$ cat config.mk
export PLATFORM = sky130hd
export DESIGN_NAME = decoder_nx_scan
export DESIGN_NICKNAME = d
export VERILOG_FILES = /design/src/rtl/decoder_nx_scan.sv
export SDC_FILE = /design/constraint.sdc
export NUM_CORES = 1
export LEC_CHECK = 0
export BUFFER_PORTS_ARGS = -buffer_cell sky130_fd_sc_hd__clkbuf_2
export CAP_MARGIN = 10
export CORE_ASPECT_RATIO = 1.25
export CORE_MARGIN = 8
export CORE_UTILIZATION = 44
export DETAILED_ROUTE_END_ITERATION = 8
export HOLD_SLACK_MARGIN = 0.02
export PLACE_DENSITY = 0.8
export SETUP_SLACK_MARGIN = 0.5
export SYNTH_ARGS = -nofsm -noshare
export SYNTH_HDL_FRONTEND = slang
export SYNTH_SLANG_ARGS = --single-unit
export TNS_END_PERCENT = 50
$ cat constraint.sdc
create_clock -name clk -period 1.6 [get_ports clk]
set_input_delay 0.08 -clock clk [delete_from_list [all_inputs] [get_ports clk]]
set_output_delay 0.08 -clock clk [all_outputs]
set_load 0.05 [all_outputs]
$ cat src/rtl/decoder_nx_scan.sv
// decoder_nx_scan
//   Registered N-to-2^N one-hot decoder with two modes.
//   Direct: a code captured on load selects the active line.
//   Scan:   an internal index visits every line in turn, holding each one
//           for DWELL cycles, and pulses wrap when it rolls over to line 0.
//
// Ports
//   clk   in   rising-edge clock
//   rst   in   asynchronous active-high reset
//   en    in   output enable; low blanks Y, clears wrap and freezes state
//   mode  in   0 = direct decode, 1 = scan
//   load  in   capture A into the index (either mode; wins over advance)
//   A     in   [N-1:0] select code
//   Y     out  [2^N-1:0] registered one-hot of idx, or all-zeros
//   idx   out  [N-1:0] registered current index
//   wrap  out  one-cycle pulse when the scan index advances 2^N-1 -> 0
module decoder_nx_scan #(
  parameter int N     = 4,
  parameter int DWELL = 1
) (
  input  logic              clk,
  input  logic              rst,
  input  logic              en,
  input  logic              mode,
  input  logic              load,
  input  logic [N-1:0]      A,
  output logic [(1<<N)-1:0] Y,
  output logic [N-1:0]      idx,
  output logic              wrap
);

  localparam int W    = 1 << N;
  localparam int DW_W = (DWELL > 1) ? $clog2(DWELL) : 1;
  localparam logic [DW_W-1:0] DW_LAST = DW_W'(DWELL - 1);

  logic [N-1:0]    idx_q,   idx_d;
  logic [DW_W-1:0] dwell_q, dwell_d;
  logic            mode_q,  mode_d;
  logic [W-1:0]    y_q,     y_d;
  logic            wrap_q,  wrap_d;

  function automatic logic [W-1:0] onehot(input logic [N-1:0] i);
    onehot = W'(1) << i;
  endfunction

  // Next-state: Y is derived from the index value being written on the same
  // edge, so Y and idx can never disagree.
  always_comb begin
    idx_d   = idx_q;
    dwell_d = dwell_q;
    mode_d  = mode_q;
    y_d     = '0;
    wrap_d  = 1'b0;
    if (en) begin
      mode_d = mode;
      if (load) begin
        idx_d   = A;
        dwell_d = '0;
      end else if (!mode || (mode != mode_q)) begin
        // Direct mode keeps the counter parked; a mode change restarts the
        // dwell so the first scanned line gets its full time.
        dwell_d = '0;
      end else if (dwell_q == DW_LAST) begin
        dwell_d = '0;
        idx_d   = idx_q + 1'b1;
        wrap_d  = (idx_q == '1);
      end else begin
        dwell_d = dwell_q + 1'b1;
      end
      y_d = onehot(idx_d);
    end
  end

  // mode_q resets to direct, so leaving reset in scan mode counts as a mode
  // change and line 0 is shown for a full DWELL.
  always_ff @(posedge clk or posedge rst) begin
    if (rst) begin
      idx_q   <= '0;
      dwell_q <= '0;
      mode_q  <= 1'b0;
      y_q     <= '0;
      wrap_q  <= 1'b0;
    end else begin
      idx_q   <= idx_d;
      dwell_q <= dwell_d;
      mode_q  <= mode_d;
      y_q     <= y_d;
      wrap_q  <= wrap_d;
    end
  end

  assign Y    = y_q;
  assign idx  = idx_q;
  assign wrap = wrap_q;

endmodule

# [Word level (Yosys, flattened, before mapping)]
# Index checks and enable logic that the tools add are counted.
[totals] regBits=23 latch_bits=0 ram_bits=0 rom_bits=0 in_bits=9 out_inout_bits=21 elab_cells=24 n_memories=0
[op_classes] n_addsub=2 multipliers=0 div_mod_pow=0 magnitude_cmp=0 eq_ne=2 shift=1 n_mux=12 n_bitwise=0 n_reduce_logical=2
[ops] op="$mux 16" n=1
[ops] op="$mux 4" n=4
[ops] op="$shl 1x4->16 const A" n=1
[ops] op="$mux 1" n=7
[ops] op="$add 4x1->4 const B" n=1
[ops] op="$eq 4x4->1 const B" n=1
[ops] op="$add 1x1->1 const B" n=1
[ops] op="$logic_not 1->1" n=1
[ops] op="$logic_or 1x1->1" n=1
[ops] op="$ne 1x1->1" n=1

# [Depth between registers and ports, before layout]
# Gate-level depths: netlist of run 1.
[logic_depth] ltp_word=7 ltp_mapped=5 depth_no_buf=5

# [Worst setup path before layout of run 1]
# Ideal clock, no wire load.
[synth_timing] kind="reg-to-reg" startpoint="reg idx_q[0], in the netlist idx[0]" endpoint="reg y_q[11], in the netlist Y[11]" setup_time_ns=0.120 arrival_time_ns=1.800 required_ns=1.480 path_slack_ns=-0.320 path_stages_with_launch=6 path_buffers=0 period_less_slack_ns=1.920 path_cell_list="dfrtp_1 > ha_1 > and3_1 > o31ai_2 > nor2_1 > and3_1"
[synth_between] elab_chain_len=7
[synth_lines] element="start, declared" line="36" text="logic [N-1:0] idx_q, idx_d;"
[synth_lines] element="start signal, assigned" line="84" text="idx_q <= idx_d;"
[synth_lines] element="$add 4x1->4" line="65" text="idx_d = idx_q + 1'b1;"
[synth_lines] element="$mux 4" line="63" text="end else if (dwell_q == DW_LAST) begin"
[synth_lines] element="$mux 4 *" line="59" text="end else if (!mode || (mode != mode_q)) begin"
[synth_lines] element="$mux 4 *" line="56" text="if (load) begin"
[synth_lines] element="$mux 4 *" line="54" text="if (en) begin"
[synth_lines] element="$shl 1x4->16 *" line="43" text="onehot = W'(1) << i;"
[synth_lines] element="$mux 16 *" line="54"
[synth_lines] element="named net y_d[11]" line="39" text="logic [W-1:0] y_q, y_d;"
[synth_lines] element="end signal, assigned" line="87" text="y_q <= y_d;"
[synth_lines] element="end, declared" line="39"
# Mark *: on every way through the listed nets, which the timed path passes. The rest lies on a longest branch. The select of a mux whose other input is x is not followed.
# A chain may end at the register's enable or synchronous reset.

# [Worst setup path after layout of run 1]
[layout_timing] startpoint="reg idx_q[1], in the netlist idx[1]" endpoint="reg y_q[5], in the netlist Y[5]"
# The elaborated chain is that of the path after synthesis.

==> metrics, run 1 <==
vias in the first global route 816; Worst-path clk slew 0.11 ns; I/O pins 30; Synth Area in XOR/XNOR 0.874%; P per Cell Area 998 nW/um^2; Yosys top cell area share 54.9%; global-route wire length before repair 3530 um; TritonCTS clock tree built; Hold Crit Class in2reg; Clock Skew 0.00644 ns; synthesized instance count 83; WP buf/inv 0; Least-Margin Pin Slew 0.369 ns; CP Max Fanout 6; CP cell instances ha_4, and3_4, o31a_1, nor2_2, and3_1; Die ar. 4070 um^2; mux contribution to synthesized area 5.49%; status complete, no violations; routability cong. 0.808; largest area contributor in the netlist dfrtp_1; fillcell total 191; pin count of the biggest net entering global routing 23; maximum vdd drop 535 uV; register bit total from synthesis 22; P_leak 0.000704 uW; worst setup path class reg2reg; ranking of synthesized cells by area dfrtp_1 (55%), and3_1 (5.6%), nor3_1 (4.5%), mux2_2 (3.4%), o21ai_2 (2.6%); final hold vios 0; Global Route Usage Sum 10.7%; max-slew violations 0; die height 69.4 um; vias post-DR 795; Rel. slew slack 75.2%; share of post-route cells with drive strength above 1 52.8%; Arrival @ worst endpoint 1.80 ns; CP Data Required Time 1.85 ns; Fin Hold WS 0.116 ns; Synth Area in Simple Gates 22.0%; Clock Tree Buf Depth 2; commonest non-fill, non-tap cells in the layout clkbuf_2 (25), dfrtp_1 (18), nor3_1 (8), and3_1 (8), buf_4 (7); commonest non-fill, non-tap cell in the layout clkbuf_2; DRC 0; area grow syn2layout 36.3%; combinational family with the most area after synthesis simple AND/OR/NAND/NOR gates; Largest delay share family, worst path simple AND/OR/NAND/NOR gates; Synth Area in Adders 1.25%; Die X 58.7 um; final wirelength 2160 um; Critical Path Start Type register; Ant. Diodes 0; largest stage delay on the critical path 0.44 ns; Clock Sinks 22; total core area 2190 um^2; RSZ-0062 raised after global routing true; Max Cap Viol 0; Final nets 134; Routed wire per std cell 14.0 um; first-pass detailed-route iteration total 6; FP Rows 19; warning count from the yosys run 0; Slowest cell on crit path dfrtp_2; fin crit share 97.3%; Netlist cell types 32; post-synthesis sequential area ratio 54.9%; CTS buffer count 3; crit end category register; placed wire-length estimate 1590 um; clock root buffer clkbuf_4; Post-Syn Nets 93; CTS H-tree lvls 1; Detail Route Antenna Nets 0; maximum clock frequency 642 MHz; Post-Syn Area 1000 um^2; grt total ovfl 0; Clock Latency Late Sink 0.31 ns; DR iter-0 viols 8; Vias/cell 5.16; initial core utilization 45.8%; mean post-synth cell area 12.1 um^2; endpoints failing setup 0; compound-gate portion of the synthesized area 13.7%; I/O Buffers 29; initial antenna violation count 0; final period demand of the worst path 1.56 ns; Power, Total 1360 uW
logic make-up (layout without fill, tap and decap cells):
kind of cell | Yosys count | in the layout
adders and majority gates | 1 | 1
muxes | 5 | 5
AOI/OAI and AO/OA | 15 | 15
and+or+nand+nor | 35 | 35
buffers and inverters | 4 | 44
DFF | 22 | 22
xor gates and xnor gates | 1 | 1
final cells by class:
cell class                 instances  area [um^2]  area share, %
clock buffer                       4         36.3           2.66
timing repair buffer              38          245           17.9
multi-input combinational         57          483           35.3
tap                               31         38.8           2.84
inverter                           2         7.51          0.549
sequential                        22          556           40.7
worst register-to-register path: cells and delay by family, from the launching register on:
| kind | cells | cell delay [ns] |
|---|---|---|
| AOI/OAI and AO/OA | 1 | 0.32 |
| DFF | 1 | 0.44 |
| and+or+nand+nor | 3 | 0.51 |
| adders and majority gates | 1 | 0.23 |
stage by stage:
step | cell area [um^2] | cells | setup TNS (ns) | setup slack, ns | utilization [%]
floorplan | 1020 | 83 | -0.451 | -0.0879 | -
global placement | 1240 | 147 | 0 | 0.0746 | 56.8
detailed placement | 1240 | 147 | 0 | 0.0434 | 56.8
CTS | 1320 | 153 | 0 | 0.0476 | 60.1
global route | 1370 | 154 | -0.0399 | -0.0123 | 62.5
finish | 1370 | 154 | 0 | 0.0425 | 62.5
power by group:
part | internal, uW | leakage (uW) | switching (uW)
clock network | 139 | 0.0000210 | 158
registers | 592 | 0.000291 | 30.7
logic | 168 | 0.000392 | 276
flip-flops by register name (all words and copies together) (netlist names):
| signal | flops |
|---|---|
| idx | 4 |
| Y | 16 |
| mode_q | 1 |
| wrap | 1 |
layer usage:
metal / vias up / part of all wire [%] / track usage [%]
li1: 382 / - / -
met1: 382 / 41 / 12.6
met2: 26 / 49 / 17.5
met3: 5 / 8.3 / 3.34
met4: 0 / 1.4 / 4.00
met5: - / 0 / 0
synth_stat cells (all sizes together):
master	count
nand2	5
buf	2
nor4b	1
nand3	1
nor4	1
ha	1
xor2	1
o21a	1
a21boi	2
or2	2
mux2	4
and3b	1
a22o	1
nor2	3
nand4b	1
dfrtp	22
o31ai	3
nor3	9
mux2i	1
nand2b	2
o211a	2
o21ai	5
o31a	1
inv	2
and3	9
final timing paths:
| check | from | to | slack, ns | depth (start not counted) |
|---|---|---|---|---|
| setup / recovery | idx[1] | Y[5] | 0.04 | 5 |
| hold / removal | load | wrap | 0.12 | 2 |
| hold reg to reg | idx[2] | idx[2] | 0.63 | 1 |
| min in group asynchronous | rst | Y[12] | 0.32 | 4 |
| setup reg to reg | idx[1] | Y[5] | 0.04 | 5 |
| max in group asynchronous | rst | idx[2] | 1.05 | 4 |
repair_timing:
| action | 4_1_cts | 5_1_grt |
|---|---|---|
| hold buffers | 1 | 0 |
| gates cloned | 0 | 0 |
| endpoints found under the hold margin | 22 | 0 |
| pin swaps | 3 | 8 |
| buffers inserted | 1 | 1 |
| gates resized for setup | 3 | 21 |
| endpoints found under the setup margin | 24 | 25 |
No activity file was read; power rests on OpenSTA's default activity.
==> inputs of run 2 (changes only) <==
CTS_BUF_LIST = sky130_fd_sc_hd__clkbuf_16   (was unset)
==> run 2 against run 1 <==
Highest routed layer unchanged. Sequential power rose by 1%. Core utilization rose by 6.5 points. Clock power rose by 74%. Critical path depth did not move. Critical path type unchanged. Routed wire length rose by 14%. Power rose by 20%. Sequential cell count did not move. The run now ends with setup timing left. Maximum frequency fell by 3.7%. First-iteration DRC count rose to 3.0 times the previous value. Design area rose by 10%. Final cell count rose by 0.65%.
==> metrics, run 2 (synthesis results as in run 1) <==
final hold vios 0 (unchanged); initial core utilization 45.8% (unchanged); area of the multi-input gates 574 um^2 (was 483 um^2); commonest non-fill, non-tap cells in the layout clkbuf_2 (25), dfrtp_1 (18), and3_1 (8), nor3_2 (6), buf_4 (6) (was clkbuf_2 (25), dfrtp_1 (18), nor3_1 (8), and3_1 (8), buf_4 (7)); PnR worst setup slack -0.0173 ns (was 0.0425 ns); max reg flops 16 (unchanged); placed wire-length estimate 1590 um (unchanged); Arrival @ worst endpoint 1.76 ns (was 1.80 ns); status finished with violations (was complete, no violations); Non-Filler Instances 155 (was 154); maximum vdd drop 628 uV (was 535 uV); Slowest cell on crit path dfrtp_2 (unchanged); Clock Latency Late Sink 0.25 ns (was 0.31 ns); Rel. slew slack 75.7% (was 75.2%); Final nets 135 (was 134); total core area 2190 um^2 (unchanged); pin count of the biggest net entering global routing 23 (unchanged); Die X 58.7 um (unchanged); max-slew violations 0 (unchanged); share of post-route cells with drive strength above 1 60.5% (was 52.8%); # placed instances 147 (unchanged); Max Cap Viol 0 (unchanged); area grow syn2layout 50.4% (was 36.3%); I/O Buffers 29 (unchanged); CTS H-tree lvls 1 (unchanged); Least-Margin Pin Slew 0.364 ns (was 0.369 ns); Ant. Diodes 0 (unchanged); P per Cell Area 1090 nW/um^2 (was 998 nW/um^2); register area 556 um^2 (unchanged); violated checks setup timing; final wirelength 2470 um (was 2160 um); Vias/cell 5.34 (was 5.16); setup TNS -0.0360 ns (was 0 ns); CP Data Required Time 1.74 ns (was 1.85 ns); commonest non-fill, non-tap cell in the layout clkbuf_2 (unchanged); final period demand of the worst path 1.62 ns (was 1.56 ns); CTS buffer count 3 (unchanged); Hold Crit Class in2reg (unchanged); Routed wire per std cell 15.9 um (was 14.0 um); grt total ovfl 0 (unchanged); fin crit share 101% (was 97.3%); largest stage delay on the critical path 0.43 ns (was 0.44 ns); P_leak 0.000736 uW (was 0.000704 uW); first-pass detailed-route iteration total 4 (was 6); FP Rows 19 (unchanged); routability cong. 0.808 (unchanged); DR iter-0 viols 24 (was 8); endpoints failing setup 3 (was 0); CP Max Fanout 6 (unchanged); fillcell total 165 (was 191); vias in the first global route 845 (was 816); Critical Path Start Type register (unchanged); Post-DP Area 1240 um^2 (unchanged); Largest delay share family, worst path simple AND/OR/NAND/NOR gates (unchanged); TritonCTS clock tree built (unchanged); CP cell instances ha_4, and3_4, o31a_1, nor2_2, and3_1 (unchanged); worst setup path class reg2reg (unchanged); vias post-DR 828 (was 795); RSZ-0062 raised after global routing true (unchanged); initial antenna violation count 0 (unchanged); crit end category register (unchanged); I/O pins 30 (unchanged); die height 69.4 um (unchanged); Global Route Usage Sum 11.8% (was 10.7%); Detail Route Antenna Nets 0 (unchanged); Clock Sinks 22 (unchanged); Die ar. 4070 um^2 (unchanged); final instance area 1510 um^2 (was 1370 um^2); DRC 0 (unchanged); global-route wire length before repair 3770 um (was 3530 um); Clock Skew 0.00379 ns (was 0.00644 ns); Worst-path clk slew 0.06 ns (was 0.11 ns); WP buf/inv 0 (unchanged); clock root buffer clkbuf_16 (was clkbuf_4); Power, Total 1640 uW (was 1360 uW); Clock Tree Buf Depth 2 (unchanged); maximum clock frequency 618 MHz (was 642 MHz)
run 2: metal layers:
layer	track usage, %	vias to the layer above	wire (um)
li1	-	389	-
met1	12.9	406	979
met2	20.0	26	1250
met3	3.34	7	157
met4	5.60	0	80
met5	0	-	0
run 2: timing repair:
item / CTS / global route
endpoints found under the hold margin: 22 / 0
setup buffers: 0 / 3
hold buffers: 1 / 0
endpoints found under the setup margin: 22 / 25
resized for setup: 9 / 29
pin swaps: 4 / 8
gates cloned: 0 / 0
run 2: tightest hold or removal path: stages:
cell      delay, ns
clkbuf_2       0.11
nand2_1        0.05
o31ai_1        0.06
a22o_1         0.12
run 2: cell type report:
cell class	count	area share [%]
tap	31	2.57
sequential	22	36.8
timing repair buffer	39	16.8
clock inverter	1	0.249
multi-input combinational	57	38.1
clock buffer	3	4.98
inverter	2	0.498
run 2: metrics by stage:
step	hold slack, ns	setup WS, ns	util [%]
6_report	0.206	-0.0173	68.9
5_1_grt	0.226	-0.0478	68.9
4_1_cts	0.193	0.0589	63.1
3_5_place_dp	0.102	0.0434	56.8
3_3_place_gp	0.0953	0.0746	56.8
2_1_floorplan	0.0690	-0.0879	-
run 2: final timing paths:
check / startpoint / end / slack, ns / cells after the start
worst min register to register: mode_q / mode_q / 0.66 / 1
worst min-delay path: A[3] / idx[3] / 0.21 / 4
min in group asynchronous: rst / Y[8] / 0.39 / 4
max in group asynchronous: rst / idx[2] / 0.97 / 4
worst max register to register: idx[0] / Y[1] / -0.02 / 5
worst max-delay path: idx[0] / Y[1] / -0.02 / 5
run 2: power breakdown:
group | leakage (uW) | switching, uW | internal [uW]
registers | 0.000291 | 37.0 | 594
clock network | 0.0000385 | 183 | 333
logic | 0.000406 | 307 | 189
total | 0.000736 | 528 | 1120
